--- src/rtl/vga_pkg.sv ---
// Shared VGA timing constants (640x480@60 defaults) and the receiver lock states.
// The draw side imports the same package so both ends agree on the frame geometry.
package vga_pkg;

    localparam int H_VIS = 640;
    localparam int H_FP = 16;
    localparam int H_SYNC = 96;
    localparam int H_BP = 48;
    localparam int V_VIS = 480;
    localparam int V_FP = 10;
    localparam int V_SYNC = 2;
    localparam int V_BP = 33;
    localparam int HTOT = H_SYNC + H_BP + H_VIS + H_FP;
    localparam int VTOT = V_SYNC + V_BP + V_VIS + V_FP;
    localparam int H_ACT = H_SYNC + H_BP;
    localparam int V_ACT = V_SYNC + V_BP;
    localparam int LOCK_FRAMES = 2;

    typedef enum logic [1:0] {
        ST_HUNT,
        ST_ALIGN,
        ST_LOCKED
    } rx_state_e;

endpackage

--- src/rtl/vga_rx_if.sv ---
// VGA pin bundle: pixel strobe, active-low syncs and the 3-3-2 colour bus.
interface vga_rx_if;
    logic       pix_ce;
    logic       HS;
    logic       VS;
    logic [2:0] RED;
    logic [2:0] GREEN;
    logic [1:0] BLUE;

    modport master (output pix_ce, HS, VS, RED, GREEN, BLUE);
    modport slave  (input  pix_ce, HS, VS, RED, GREEN, BLUE);
endinterface

--- src/rtl/vga_sync_tracker.sv ---
// Sync edge detector plus position counter; flags edges that land at the wrong count.
// The count reported out is the one belonging to the sample currently being taken.
module vga_sync_tracker #(
    parameter int RISE_AT = 95,
    parameter int FALL_AT = 799,
    parameter bit SAT_CHK = 1'b1
) (
    input  logic       clk,
    input  logic       rst,
    input  logic       step_i,
    input  logic       sync_i,
    output logic [9:0] cnt_o,
    output logic       fall_o,
    output logic       err_o
);
    localparam logic [9:0] CNT_MAX = 10'h3FF;

    logic       prev_q;
    logic       rise;
    logic [9:0] cnt_q;
    logic [9:0] cnt_d;

    // Edge positions are judged against the count of the previous sample.
    always_comb begin
        fall_o = step_i & prev_q & ~sync_i;
        rise   = step_i & ~prev_q & sync_i;
        cnt_d  = cnt_q;
        if (fall_o) begin
            cnt_d = '0;
        end else if (step_i && cnt_q != CNT_MAX) begin
            cnt_d = cnt_q + 10'd1;
        end
        err_o = (rise && cnt_q != 10'(RISE_AT))
              || (fall_o && cnt_q != 10'(FALL_AT))
              || (SAT_CHK && step_i && !fall_o && cnt_q == CNT_MAX - 10'd1);
    end

    assign cnt_o = cnt_d;

    always_ff @(posedge clk or posedge rst) begin
        if (rst) begin
            prev_q <= 1'b1;
            cnt_q  <= '0;
        end else if (step_i) begin
            prev_q <= sync_i;
            cnt_q  <= cnt_d;
        end
    end

endmodule

--- src/rtl/vga_rx.sv ---
// VGA receiver: recovers x/y/de from the syncs, tracks timing lock and
// captures one probe pixel's colour per frame.
module vga_rx #(
    parameter int H_VIS = vga_pkg::H_VIS,
    parameter int H_FP = vga_pkg::H_FP,
    parameter int H_SYNC = vga_pkg::H_SYNC,
    parameter int H_BP = vga_pkg::H_BP,
    parameter int V_VIS = vga_pkg::V_VIS,
    parameter int V_FP = vga_pkg::V_FP,
    parameter int V_SYNC = vga_pkg::V_SYNC,
    parameter int V_BP = vga_pkg::V_BP,
    parameter int LOCK_FRAMES = vga_pkg::LOCK_FRAMES
) (
    input  logic           clk,
    input  logic           rst,
    vga_rx_if.slave        vga,
    input  logic [9:0]     probe_x,
    input  logic [9:0]     probe_y,
    output logic [9:0]     x,
    output logic [9:0]     y,
    output logic           de,
    output logic [7:0]     pix,
    output logic           frame_start,
    output logic           locked,
    output logic           h_err,
    output logic           v_err,
    output logic [7:0]     probe_clr,
    output logic           probe_vld
);
    import vga_pkg::rx_state_e;
    import vga_pkg::ST_HUNT;
    import vga_pkg::ST_ALIGN;
    import vga_pkg::ST_LOCKED;

    localparam int HTOT = H_SYNC + H_BP + H_VIS + H_FP;
    localparam int VTOT = V_SYNC + V_BP + V_VIS + V_FP;
    localparam int H_ACT = H_SYNC + H_BP;
    localparam int V_ACT = V_SYNC + V_BP;
    localparam int CW = $clog2(LOCK_FRAMES + 1);

    rx_state_e    state_q, state_d;
    logic [CW-1:0] clean_q, clean_d;
    logic          dirty_q, dirty_d;
    logic [7:0]   rgb;
    logic [9:0]   h_cnt_d, v_cnt_d;
    logic         h_fall, v_fall, h_chk, v_chk;
    logic         vs_s_q, vs_skew;
    logic         h_err_d, v_err_d, any_err;
    logic         hv, vv, de_d, hit;
    logic [9:0]   x_d, y_d;
    logic [9:0]   x_q, y_q, px_q, py_q;
    logic         de_q, fs_q, locked_q, h_err_q, v_err_q, probe_vld_q, cap_q;
    logic [7:0]   pix_q, probe_clr_q, shadow_q;

    assign rgb = {vga.RED, vga.GREEN, vga.BLUE};

    vga_sync_tracker #(.RISE_AT(H_SYNC - 1), .FALL_AT(HTOT - 1), .SAT_CHK(1'b1)) u_h (
        .clk(clk), .rst(rst), .step_i(vga.pix_ce), .sync_i(vga.HS),
        .cnt_o(h_cnt_d), .fall_o(h_fall), .err_o(h_chk)
    );

    vga_sync_tracker #(.RISE_AT(V_SYNC - 1), .FALL_AT(VTOT - 1), .SAT_CHK(1'b0)) u_v (
        .clk(clk), .rst(rst), .step_i(h_fall), .sync_i(vga.VS),
        .cnt_o(v_cnt_d), .fall_o(v_fall), .err_o(v_chk)
    );

    // The line tracker only sees VS at HS falls, so mid-line VS motion is caught here.
    always_ff @(posedge clk or posedge rst) begin
        if (rst) begin
            vs_s_q <= 1'b1;
        end else if (vga.pix_ce) begin
            vs_s_q <= vga.VS;
        end
    end

    assign vs_skew = vga.pix_ce && (vga.VS != vs_s_q) && (h_cnt_d != '0);
    assign h_err_d = h_chk && (state_q != ST_HUNT);
    assign v_err_d = (v_chk || vs_skew) && (state_q != ST_HUNT);
    assign any_err = h_err_d | v_err_d;

    // An error on the frame_start sample is charged to the frame that just ended.
    always_comb begin
        state_d = state_q;
        clean_d = clean_q;
        dirty_d = dirty_q;
        case (state_q)
            ST_HUNT: begin
                if (v_fall) begin
                    state_d = ST_ALIGN;
                    clean_d = '0;
                    dirty_d = 1'b0;
                end
            end
            ST_ALIGN: begin
                if (v_fall) begin
                    dirty_d = 1'b0;
                    if (dirty_q || any_err) begin
                        clean_d = '0;
                    end else if (clean_q == CW'(LOCK_FRAMES - 1)) begin
                        state_d = ST_LOCKED;
                        clean_d = '0;
                    end else begin
                        clean_d = clean_q + CW'(1);
                    end
                end else if (any_err) begin
                    clean_d = '0;
                    dirty_d = 1'b1;
                end
            end
            ST_LOCKED: begin
                if (any_err) begin
                    state_d = ST_ALIGN;
                    clean_d = '0;
                    dirty_d = ~v_fall;
                end else if (v_fall) begin
                    dirty_d = 1'b0;
                end
            end
            default: state_d = ST_HUNT;
        endcase
    end

    always_comb begin
        hv   = (h_cnt_d >= 10'(H_ACT)) && (h_cnt_d < 10'(H_ACT + H_VIS));
        vv   = (v_cnt_d >= 10'(V_ACT)) && (v_cnt_d < 10'(V_ACT + V_VIS));
        x_d  = hv ? h_cnt_d - 10'(H_ACT) : '0;
        y_d  = vv ? v_cnt_d - 10'(V_ACT) : '0;
        de_d = hv && vv && (state_d == ST_LOCKED);
        hit  = vga.pix_ce && de_d && (x_d == px_q) && (y_d == py_q);
    end

    always_ff @(posedge clk or posedge rst) begin
        if (rst) begin
            state_q <= ST_HUNT;
            clean_q <= '0;
            dirty_q <= 1'b0;
        end else begin
            state_q <= state_d;
            clean_q <= clean_d;
            dirty_q <= dirty_d;
        end
    end

    // Probe coordinates are frozen at frame_start so a mid-frame change waits a frame.
    always_ff @(posedge clk or posedge rst) begin
        if (rst) begin
            px_q     <= '0;
            py_q     <= '0;
            shadow_q <= '0;
            cap_q    <= 1'b0;
        end else if (v_fall) begin
            px_q  <= probe_x;
            py_q  <= probe_y;
            cap_q <= 1'b0;
        end else if (hit) begin
            shadow_q <= rgb;
            cap_q    <= 1'b1;
        end
    end

    always_ff @(posedge clk or posedge rst) begin
        if (rst) begin
            x_q         <= '0;
            y_q         <= '0;
            de_q        <= 1'b0;
            pix_q       <= '0;
            fs_q        <= 1'b0;
            locked_q    <= 1'b0;
            h_err_q     <= 1'b0;
            v_err_q     <= 1'b0;
            probe_clr_q <= '0;
            probe_vld_q <= 1'b0;
        end else begin
            fs_q        <= v_fall;
            locked_q    <= (state_d == ST_LOCKED);
            h_err_q     <= h_err_d;
            v_err_q     <= v_err_d;
            probe_vld_q <= v_fall & cap_q;
            if (v_fall && cap_q) begin
                probe_clr_q <= shadow_q;
            end
            if (vga.pix_ce) begin
                x_q   <= x_d;
                y_q   <= y_d;
                de_q  <= de_d;
                pix_q <= rgb;
            end
        end
    end

    assign x           = x_q;
    assign y           = y_q;
    assign de          = de_q;
    assign pix         = pix_q;
    assign frame_start = fs_q;
    assign locked      = locked_q;
    assign h_err       = h_err_q;
    assign v_err       = v_err_q;
    assign probe_clr   = probe_clr_q;
    assign probe_vld   = probe_vld_q;

endmodule

--- src/flat_wrapper.sv ---
// flat-port wrapper written by rule: the top's interface ports become plain ports
module vga_rx_flat import vga_pkg::rx_state_e; import vga_pkg::ST_HUNT; import vga_pkg::ST_ALIGN; import vga_pkg::ST_LOCKED;
#(
    parameter int H_VIS = vga_pkg::H_VIS,
    parameter int H_FP = vga_pkg::H_FP,
    parameter int H_SYNC = vga_pkg::H_SYNC,
    parameter int H_BP = vga_pkg::H_BP,
    parameter int V_VIS = vga_pkg::V_VIS,
    parameter int V_FP = vga_pkg::V_FP,
    parameter int V_SYNC = vga_pkg::V_SYNC,
    parameter int V_BP = vga_pkg::V_BP,
    parameter int LOCK_FRAMES = vga_pkg::LOCK_FRAMES
)
  (clk, rst, probe_x, probe_y, x, y, de, pix, frame_start, locked, h_err, v_err, probe_clr, probe_vld, vga_pix_ce, vga_HS, vga_VS, vga_RED, vga_GREEN, vga_BLUE);
  vga_rx_if vga_i ();
  input  logic clk;
  input  logic rst;
  input  logic [9:0] probe_x;
  input  logic [9:0] probe_y;
  output logic [9:0] x;
  output logic [9:0] y;
  output logic de;
  output logic [7:0] pix;
  output logic frame_start;
  output logic locked;
  output logic h_err;
  output logic v_err;
  output logic [7:0] probe_clr;
  output logic probe_vld;
  input wire logic [$bits(vga_i.pix_ce)-1:0] vga_pix_ce;
  input wire logic [$bits(vga_i.HS)-1:0] vga_HS;
  input wire logic [$bits(vga_i.VS)-1:0] vga_VS;
  input wire logic [$bits(vga_i.RED)-1:0] vga_RED;
  input wire logic [$bits(vga_i.GREEN)-1:0] vga_GREEN;
  input wire logic [$bits(vga_i.BLUE)-1:0] vga_BLUE;
  assign vga_i.pix_ce = vga_pix_ce;
  assign vga_i.HS = vga_HS;
  assign vga_i.VS = vga_VS;
  assign vga_i.RED = vga_RED;
  assign vga_i.GREEN = vga_GREEN;
  assign vga_i.BLUE = vga_BLUE;
  vga_rx #(.H_VIS(H_VIS), .H_FP(H_FP), .H_SYNC(H_SYNC), .H_BP(H_BP), .V_VIS(V_VIS), .V_FP(V_FP), .V_SYNC(V_SYNC), .V_BP(V_BP), .LOCK_FRAMES(LOCK_FRAMES)) u_core (.clk(clk), .rst(rst), .vga(vga_i), .probe_x(probe_x), .probe_y(probe_y), .x(x), .y(y), .de(de), .pix(pix), .frame_start(frame_start), .locked(locked), .h_err(h_err), .v_err(v_err), .probe_clr(probe_clr), .probe_vld(probe_vld));
endmodule
--- config.mk ---
export PLATFORM = sky130hd
export DESIGN_NAME = vga_rx_flat
export DESIGN_NICKNAME = d
export VERILOG_FILES = /design/src/rtl/vga_pkg.sv /design/src/rtl/vga_rx_if.sv /design/src/rtl/vga_sync_tracker.sv /design/src/rtl/vga_rx.sv /design/src/flat_wrapper.sv
export SDC_FILE = /design/constraint.sdc
export NUM_CORES = 1
export LEC_CHECK = 0
export ABC_AREA = 1
export BUFFER_PORTS_ARGS = -buffer_cell sky130_fd_sc_hd__buf_2
export CAP_MARGIN = 10
export CORE_MARGIN = 2
export CORE_UTILIZATION = 50
export CTS_CLUSTER_SIZE = 40
export DETAILED_ROUTE_END_ITERATION = 10
export PLACE_DENSITY = 0.71
export SLEW_MARGIN = 30
export SYNTH_ARGS = -nofsm -noshare
export SYNTH_HDL_FRONTEND = slang
export SYNTH_SLANG_ARGS = --single-unit
--- constraint.sdc ---
create_clock -name clk -period 8.03 [get_ports clk]
set_clock_uncertainty 0.05 [all_clocks]
set_input_delay 0.803 -clock clk [delete_from_list [all_inputs] [get_ports clk]]
set_output_delay 0.803 -clock clk [all_outputs]
set_load 0.01 [all_outputs]
==> impl_metrics.yaml, run 1 <==
place:
  hpwl_um: 10500
  globalplace.congestion: 0.970
  pre_cts_ws_ns: 3.42
  portBuffers: 74
cells_and_area:
  fill_cells: 1056
  insertedDiodeCount: 0
  area_growth_pct: 13.3
  fin_util_pct: 57.3
  drive_gt1_share_pct: 15.0
  final_nets: 908
clocking:
  hold_buffers: 0
  cts_tree: "yes"
  clk_pin_slew_ns: 0.07
  numCtsBuffers: 9
  clock_latency_ns: 0.34
  cts_resized: 0
  htreeDepth: 3
  cts.path.max_buffers: 2
  post_cts_buffers: 0
  cts.sinks: 99
  cts-root-buf: "clkbuf_16"
setup_path:
  crit_buf_inv: 1
  cp_top_family: "simple AND/OR/NAND/NOR gates"
  cp.arrival_ns: 4.52
  slowest_delay_ns: 0.45
  worstPathRequired_ns: 8.27
  reg2reg_depth: 21
  startpoint_type: "flip-flop"
  rrSetupSlack_ns: 3.75
  regToRegStartpoint: "u_core.u_h.cnt_q[1]"
  r2r-end: "u_core.shadow_q[3]"
  cp_slowest_cell: "dfrtp_1"
  cp.depth: 21
  endpoint_kind: "flip-flop"
  cp_max_fo: 18
  critPathCapture: "u_core.shadow_q[3]"
  path_cells: "ha_1, inv_1, nor2_1, nand3_1, nand2_1, nand2_1, nand2_1, nand2_1, ha_1, a21oi_1, nor2_1, nand2_2, nand2_2, nor2_1, nor2_1, nor2_1, nand3_1, nand3b_1, nor2_2, nand3_1, nand2_1"
  cp-startpoint: "u_core.u_h.cnt_q[1]"
  worstSetupPathType: "reg -> reg"
drt:
  wl_met3_um: 566
  ant_nets: 0
  routedWlPerCell_um: 13.9
  wl_met2_um: 6770
  dr.pass1.iters: 5
  top_layer: "met4"
  drt_iter0_markers: 321
  routed_wl_um: 14000
  drc: 0
  wl_met1_um: 6380
  via_per_inst: 5.26
  via_count: 5307
sta:
  slew_headroom_pct: 54.3
  rsz0062_at_grt: "no"
  hold_violations: 0
  setup-tns-final_ns: 0
  min_period_over_period_pct: 53.4
  hold-worst-slack_ns: 0.423
  layout_setup_ws_ns: 3.75
  drv_slew: 0
  worst_slew_pin_slew_ns: 0.685
  setup_viol: 0
  min_period_ns: 4.28
  max_clock_freq_ghz: 0.233
floorplanning:
  rows: 39
  start_util_pct: 50.6
  io_pins: 75
  chipWidth_um: 111
  die_h_um: 111
  coreArea_um2: 11300
  dieArea_um2: 12300
yosys:
  synth-compound-area-share_pct: 5.66
  synth_seq_cells: 99
  synth.avg_cell_area_um2: 7.19
  synthAdderAreaFrac_pct: 3.07
  seq_area_frac_synth_pct: 43.5
  yosys-top-cells-area: "dfrtp_1, nand2_1, nand3_1, inv_1, o21ai_0"
  synth_top_area_share_pct: 42.1
  yosys.area.top_type: "dfrtp_1"
  synth.area.mux_share_pct: 0
  yosys_warnings: 0
  postSynthCellCount: 793
  synth_area_um2: 5700
  yosys.area_share.simple_pct: 37.6
  yosysUniqueCellTypes: 40
  syn_nets: 840
  synth-xor-area-share_pct: 1.51
  synth_top_family_by_area: "simple AND/OR/NAND/NOR gates"
grt:
  antenna_found_initial: 0
  first_global_vias: 5282
  grt_first_pass_wirelength_um: 24100
  grt_usage_pct: 23.6
  grt_max_degree: 56
  grt_overflow: 0
hold_path:
  hold_depth: 2
  hold_class: "reg -> reg"
status:
  status: "finished, final reports clean"
power_and_ir_drop:
  finalPower_mw: 1.65
  power_density_nw_per_um2: 255
  leakagePower_nw: 3.60
  ir_drop_mv: 0.128
flow_run:
  drv_cap: 0
==> sequential cells by signal, indices dropped and copies added (netlist names), 2 cells and up <==
register and cells:
u_core.probe_clr 8, u_core.u_h.cnt_q 10, u_core.x 10, u_core.pix 8, u_core.px_q 10, u_core.y 10
u_core.u_v.cnt_q 10, u_core.clean_q 2, u_core.state_q 2, u_core.py_q 10, u_core.shadow_q 8
==> worst reg2reg max path, stage by stage (launching register included) <==
cell	delay [ns]
dfrtp_1	0.45
ha_1	0.24
inv_1	0.05
nor2_1	0.23
nand3_1	0.44
nand2_1	0.31
nand2_1	0.07
nand2_1	0.08
nand2_1	0.19
ha_1	0.30
a21oi_1	0.16
nor2_1	0.06
nand2_2	0.26
nand2_2	0.12
nor2_1	0.17
nor2_1	0.06
nor2_1	0.15
nand3_1	0.08
nand3b_1	0.21
nor2_2	0.32
nand3_1	0.13
nand2_1	0.09
==> area by class of cell <==
type	count	area [um2]	area share, %
well taps	143	179	2.77
multi-input cells	574	2730	42.3
flip-flops and latches	99	2480	38.4
repair buffers	77	393	6.08
clock buffers	10	239	3.70
inverters	100	380	5.89
clock inverters	6	56.3	0.872
==> kinds of logic (layout without fill, tap and decap cells) <==
kind of cell	after synthesis	count (layout)
adder cells (fa/ha/maj)	14	14
XOR/XNOR	9	9
buffers and inverters	120	193
flip-flops	99	99
AND/OR/NAND/NOR	492	492
AO/OA/AOI/OAI	59	59
==> metrics by stage <==
stage / instances / cell area (um2)
floorplan: 793 / 5700
global placement: 993 / 6160
detailed placement: 993 / 6160
CTS: 1009 / 6460
global route: 1009 / 6460
finish: 1009 / 6460
==> synth_stat cells (all sizes together) <==
| library cell | instances |
|---|---|
| dfrtp | 96 |
| clkbuf | 7 |
| nand2 | 311 |
| inv | 99 |
| xnor2 | 2 |
| nor2 | 55 |
| buf | 11 |
| xor2 | 7 |
| a21oi | 8 |
| nand3 | 81 |
| o311ai | 1 |
| o31ai | 3 |
| nand4 | 27 |
| nand3b | 3 |
| dfstp | 3 |
| clkinv | 1 |
| ha | 14 |
| nor3 | 11 |
| nor4 | 2 |
| or2 | 2 |
| o21ai | 46 |
| o22ai | 1 |
| dlygate4sd1 | 2 |
==> how the worst min path moves through the flow <==
stage | from | to | slack [ns]
after floorplan | u_core.shadow_q[0] | u_core.shadow_q[0] | 0.39
after global placement | u_core.pix[6] | u_core.pix[6] | 0.40
after detailed placement | u_core.pix[2] | u_core.pix[2] | 0.41
after CTS | u_core.vs_s_q | u_core.vs_s_q | 0.43
after global routing | u_core.probe_clr[4] | u_core.probe_clr[4] | 0.44
final | u_core.vs_s_q | u_core.vs_s_q | 0.42
==> per-layer routing <==
metal	vias up	global-route usage, %
li1	2652	-
met1	2493	30.4
met2	132	40.0
met3	30	4.10
met4	0	8.83
met5	-	0
==> power breakdown <==
group / switching (mW) / leakage (nW) / internal, mW / total (mW)
Combinational: 0.361 / 2.16 / 0.189 / 0.550
Clock: 0.204 / 0.143 / 0.226 / 0.430
Sequential: 0.0809 / 1.29 / 0.587 / 0.667
==> placed cells by master (no fill, tap or decap), types with 2 or more instances in the layout <==
master	instances
inv_4	2
nor2_1	51
o31ai_1	3
nor3_1	9
dfrtp_1	96
nand2_4	2
nand3b_1	3
clkbuf_16	9
a21oi_1	7
ha_1	14
inv_2	6
o21ai_0	43
nand2_2	7
nand3_2	5
inv_8	2
buf_2	74
nor4_1	2
or2_2	2
nand3_1	76
buf_4	3
nand4_1	26
nor2_2	3
nand2_1	302
xnor2_1	2
inv_1	91
dfstp_2	3
clkinv_4	2
o21ai_1	2
xor2_1	6
No activity file was read; power rests on OpenSTA's default activity.
==> run 2: changes to the inputs <==
==> constraint.sdc (replaced) <==
create_clock -name clk -period 4.47 [get_ports clk]
set_clock_uncertainty 0.05 [all_clocks]
set_input_delay 0.447 -clock clk [delete_from_list [all_inputs] [get_ports clk]]
set_output_delay 0.447 -clock clk [all_outputs]
set_load 0.01 [all_outputs]
==> impl_metrics.yaml, run 2 (synthesis gave the netlist of run 1 again) <==
cells_and_area:
  insertedDiodeCount: 0
  layout_commonest_cell: "nand2_1"
  fin_cells: 1010
  area_growth_pct: 13.3
  drive_gt1_share_pct: 15.2
  multi_input_area_um2: 2740
  fill_cells: 1061
  final_cell_mix: "nand2_1, dfrtp_1, inv_1"
  stdcell_area_um2: 6460
  regArea_um2: 2480
  final_nets: 910
power_and_ir_drop:
  internal_power_mw: 1.78
  switching_share_pct: 38.8
  leakagePower_nw: 3.60
  p_comb_share_pct: 33.6
  power_density_nw_per_um2: 449
  seq_power_share_pct: 41.3
  ir_drop_mv: 0.455
  power.switching_mw: 1.12
  clkPwrFrac_pct: 25.1
floorplanning:
  chipWidth_um: 111
  dieArea_um2: 12300
  io_pins: 75
  coreArea_um2: 11300
  die_h_um: 111
  rows: 39
  start_util_pct: 50.6
grt:
  grt_first_pass_wirelength_um: 23600
  grt_overflow: 0
  grt_max_degree: 65
  grt_usage_pct: 23.3
  first_global_vias: 5152
  antenna_found_initial: 0
clocking:
  clock_latency_ns: 0.35
  hold_buffers: 0
  cts.path.max_buffers: 2
  clk_pin_slew_ns: 0.07
  htreeDepth: 3
  cts.sinks: 99
  cts-root-buf: "clkbuf_16"
  numCtsBuffers: 9
  post_cts_buffers: 0
  cts_tree: "yes"
setup_path:
  cp.arrival_ns: 4.23
  rrSetupSlack_ns: 0.43
  r2r-end: "u_core.shadow_q[0]"
  worstPathRequired_ns: 4.66
  reg2reg_depth: 22
  endpoint_kind: "flip-flop"
  regToRegStartpoint: "u_core.u_h.cnt_q[0]"
  cp_max_fo: 18
  worstSetupPathType: "reg -> reg"
  startpoint_type: "flip-flop"
flow_run:
  drv_cap: 0
drt:
  via_per_inst: 5.21
  drt_iter0_markers: 375
  routed_wl_um: 13600
  routedWlPerCell_um: 13.5
  via_count: 5266
  dr.pass1.iters: 5
  drc: 0
  ant_nets: 0
place:
  globalplace.congestion: 0.939
  dp.cells: 995
  portBuffers: 74
  pre_cts_ws_ns: 0.339
  hpwl_um: 10300
  dpl_cell_area_um2: 6180
sta:
  max_clock_freq_ghz: 0.247
  min_period_over_period_pct: 90.4
  layout_setup_ws_ns: 0.428
  drv_slew: 0
  slew_headroom_pct: 48.2
  worst_slew_pin_slew_ns: 0.777
  hold_violations: 0
  setup_viol: 0
  rsz0062_at_grt: "no"
  setup-tns-final_ns: 0
  min_period_ns: 4.04
status:
  status: "finished, final reports clean"
hold_path:
  hold_class: "in -> async"
[run 2: changes by cell type in the layout (fill, tap and decap cells not counted)]
cell | before | now
buf_4 | 3 | 5
clkbuf_8 | 1 | 0
clkinv_2 | 0 | 1
clkinvlp_4 | 1 | 0
inv_6 | 1 | 3
inv_8 | 2 | 0
nand2_2 | 7 | 6
nand2_4 | 2 | 3
nand3_1 | 76 | 75
nand3_2 | 5 | 6
[run 2: worst max path at each step]
stage                         from                 end  slack, ns  cells past startpoint
2_1_floorplan  u_core.u_h.cnt_q[0]  u_core.shadow_q[0]       1.32                     23
3_3_place_gp            vga_pix_ce  u_core.shadow_q[2]       0.43                     19
3_5_place_dp            vga_pix_ce  u_core.shadow_q[0]       0.34                     19
4_1_cts        u_core.u_h.cnt_q[0]  u_core.shadow_q[0]       0.40                     25
5_1_grt        u_core.u_h.cnt_q[0]  u_core.shadow_q[5]      0.005                     22
6_report       u_core.u_h.cnt_q[0]  u_core.shadow_q[0]       0.43                     22
[run 2: critical path, cell delays in order, from the launching register on]
cell,delay [ns]
dfrtp_1,0.44
ha_1,0.26
inv_1,0.06
nor2_1,0.24
nand3_2,0.23
buf_4,0.22
nand3_1,0.06
nand2_1,0.05
nand3_1,0.21
ha_1,0.26
inv_1,0.09
o21ai_4,0.42
nand2_2,0.17
nor2_1,0.19
nor2_1,0.06
nor2_1,0.14
nand2_1,0.10
nor2_1,0.10
nand3_1,0.08
nor2_2,0.11
nand3_2,0.20
nand2_1,0.12
nand2_1,0.06
[run 2: final cells by class]
cell class	count	area share, %
multi-input combinational	574	42.4
sequential	99	38.4
timing repair buffer	79	6.31
inverter	100	5.89
clock buffer	9	3.48
tap	143	2.77
clock inverter	6	0.755
[run 2: per-stage QoR]
| step | util, % | total power, mW | hold WS (ns) |
|---|---|---|---|
| floorplan | - | 1.92 | 0.392 |
| global placement | 54.8 | 2.16 | 0.402 |
| detailed placement | 54.8 | 2.18 | 0.403 |
| CTS | 57.2 | 2.92 | 0.223 |
| global route | 57.3 | 3.13 | 0.242 |
| finish | 57.3 | 2.90 | 0.203 |
[run 2: timing repair]
item / 4_1_cts / 5_1_grt
resized for setup: 0 / 2
endpoints found under the hold margin: 0 / 0
setup endpoints to repair: 0 / 9
[run 2: metal layers]
metal  wire [um]  vias to the layer above  GRT usage, %
met2        6670                      136          40.0
met3         620                       14          5.47
met1        6120                     2459          29.6
li1            -                     2657             -
met5           0                        -             0
met4         211                        0          6.50
[run 2: power by group through the flow]
stage | clock network (mW) | registers [mW] | logic [mW]
after global routing | 0.777 | 1.22 | 1.13
after global placement | 0 | 1.20 | 0.954
after detailed placement | 0 | 1.21 | 0.973
final | 0.727 | 1.20 | 0.975
after CTS | 0.745 | 1.20 | 0.977
after floorplan | 0 | 1.19 | 0.737
==> run 3: changes to the inputs <==
--- a/config.mk
+++ b/config.mk
@@ -16,4 +16,5 @@
 export SLEW_MARGIN = 30
 export SYNTH_ARGS = -nofsm -noshare
 export SYNTH_HDL_FRONTEND = slang
+export SYNTH_HIERARCHICAL = 1
 export SYNTH_SLANG_ARGS = --single-unit
==> impl_metrics.yaml, run 3 <==
status:
  status: "finished, final reports clean"
grt:
  antenna_found_initial: 0
  first_global_vias: 4909
  grt_first_pass_wirelength_um: 23200
  grt_max_degree: 45
  grt_usage_pct: 23.0
  grt_overflow: 0
yosys:
  yosys-top-cells-area: "dfrtp_1, nand2_1, inv_1, nor2_1, nand3_1"
  yosys.area_share.simple_pct: 35.5
  synth-compound-area-share_pct: 8.27
  seq_area_frac_synth_pct: 43.6
  syn_nets: 833
  synth_seq_cells: 99
  synth.area.mux_share_pct: 0
  postSynthCellCount: 786
  synth_top_area_share_pct: 42.2
  synthTopCellsByCount: "nand2_1, dfrtp_1, inv_1"
  synth_area_um2: 5690
  yosys.area.top_type: "dfrtp_1"
  synth_flop_cell: "dfrtp_1"
  synth_top_family_by_area: "simple AND/OR/NAND/NOR gates"
  yosys_warnings: 6
  synthMostInstantiatedCell: "nand2_1"
  synth-edff-count: 0
  synthAdderAreaFrac_pct: 3.08
  yosysUniqueCellTypes: 37
  synth.avg_cell_area_um2: 7.24
  synth-xor-area-share_pct: 1.08
  ys_async_sr_fraction_pct: 100
place:
  portBuffers: 74
  hpwl_um: 10400
  globalplace.congestion: 0.914
  dpl_cell_area_um2: 6210
setup_path:
  worstPathRequired_ns: 4.66
  cp_common_cell: "nand2_1"
  cp.arrival_ns: 3.95
  slowest_delay_ns: 0.40
  cp_slowest_cell: "dfrtp_1"
  endpoint_kind: "flip-flop"
  cp_top_family: "simple AND/OR/NAND/NOR gates"
  startpoint_type: "flip-flop"
  cp_max_fo: 14
  worstSetupPathType: "reg -> reg"
  crit_buf_inv: 3
floorplanning:
  chipWidth_um: 111
  rows: 38
  die_h_um: 111
  coreArea_um2: 11000
  start_util_pct: 51.8
  io_pins: 75
  dieArea_um2: 12300
power_and_ir_drop:
  leakagePower_nw: 3.64
  ir_drop_mv: 0.244
  power_density_nw_per_um2: 443
drt:
  via_per_inst: 5.07
  routedWlPerCell_um: 13.5
  drt_iter0_markers: 354
  drc: 0
  ant_nets: 0
  routed_wl_um: 13600
  dr.pass1.iters: 5
  via_count: 5104
clocking:
  cts-root-buf: "clkbuf_16"
  clk_pin_slew_ns: 0.07
  htreeDepth: 3
  cts_resized: 0
  cts.path.max_buffers: 2
  clock_latency_ns: 0.35
  hold_buffers: 0
  post_cts_buffers: 0
  numCtsBuffers: 9
  cts.sinks: 99
  cts_tree: "yes"
cells_and_area:
  final_nets: 909
  layout_commonest_cell: "nand2_1"
  drive_gt1_share_pct: 16.8
  insertedDiodeCount: 0
  area_growth_pct: 13.9
  fill_cells: 1017
  stdcell_area_um2: 6480
  final_cell_mix: "nand2_1, dfrtp_1, inv_1"
flow_run:
  drv_cap: 0
sta:
  hold-worst-slack_ns: 0.0676
  setup_viol: 0
  drv_slew: 0
  max_clock_freq_ghz: 0.266
  worst_slew_pin_slew_ns: 0.648
  hold_violations: 0
  rsz0062_at_grt: "no"
  setup-tns-final_ns: 0
  min_period_over_period_pct: 84.0
  slew_headroom_pct: 56.7
  min_period_ns: 3.75
hold_path:
  hold_class: "in -> async"
run 3: power by group:
part | internal [mW] | total (mW) | switching (mW)
clock network | 0.383 | 0.740 | 0.357
registers | 1.06 | 1.19 | 0.128
logic | 0.332 | 0.943 | 0.611
total | 1.77 | 2.87 | 1.10
run 3: path summary, 6_finish.rpt:
check,from,endpoint,slack (ns),cells after the start
setup / recovery,u_core/u_h/cnt_q[1],u_core/shadow_q[3],0.72,25
hold / removal,rst,u_core/u_v/cnt_q[6],0.07,2
setup reg to reg,u_core/u_h/cnt_q[1],u_core/shadow_q[3],0.72,25
hold reg to reg,u_core/vs_s_q,u_core/vs_s_q,0.42,2
max in group asynchronous,rst,u_core/py_q[8],3.31,3
min in group clk,probe_y[1],u_core/py_q[1],0.25,3
run 3: logic make-up after synthesis:
logic type      after synthesis
simple gates                462
buf+inv                     120
flops                        99
compound gates               84
fa+ha+maj                    14
xor+xnor                      7
run 3: layer usage:
metal  global-route usage (%)  vias up  part of all wire, %
met5                        0        -                    0
met4                     9.33        0                  2.8
met3                     3.39       28                  5.1
met2                     37.0      142                   46
met1                     31.5     2327                   46
li1                         -     2607                    -
run 3: final cells by class:
class | instances | area (um2) | share of cell area (%)
Clock buffer | 10 | 229 | 3.53
Clock inverter | 6 | 46.3 | 0.714
Inverter | 103 | 390 | 6.02
Multi-Input combinational cell | 567 | 2730 | 42.1
Sequential cell | 99 | 2480 | 38.3
Tap cell | 140 | 175 | 2.70
Timing Repair Buffer | 82 | 430 | 6.64
run 3: per-stage QoR:
step                std cells  worst slack [ns]  power [mW]  util (%)
floorplan                 786              1.01        1.87         -
global placement          991             0.907        2.12      56.5
detailed placement        991             0.751        2.14      56.5
CTS                      1007             0.724        2.88      59.0
global route             1007             0.262        3.09      59.0
finish                   1007             0.717        2.87      59.0
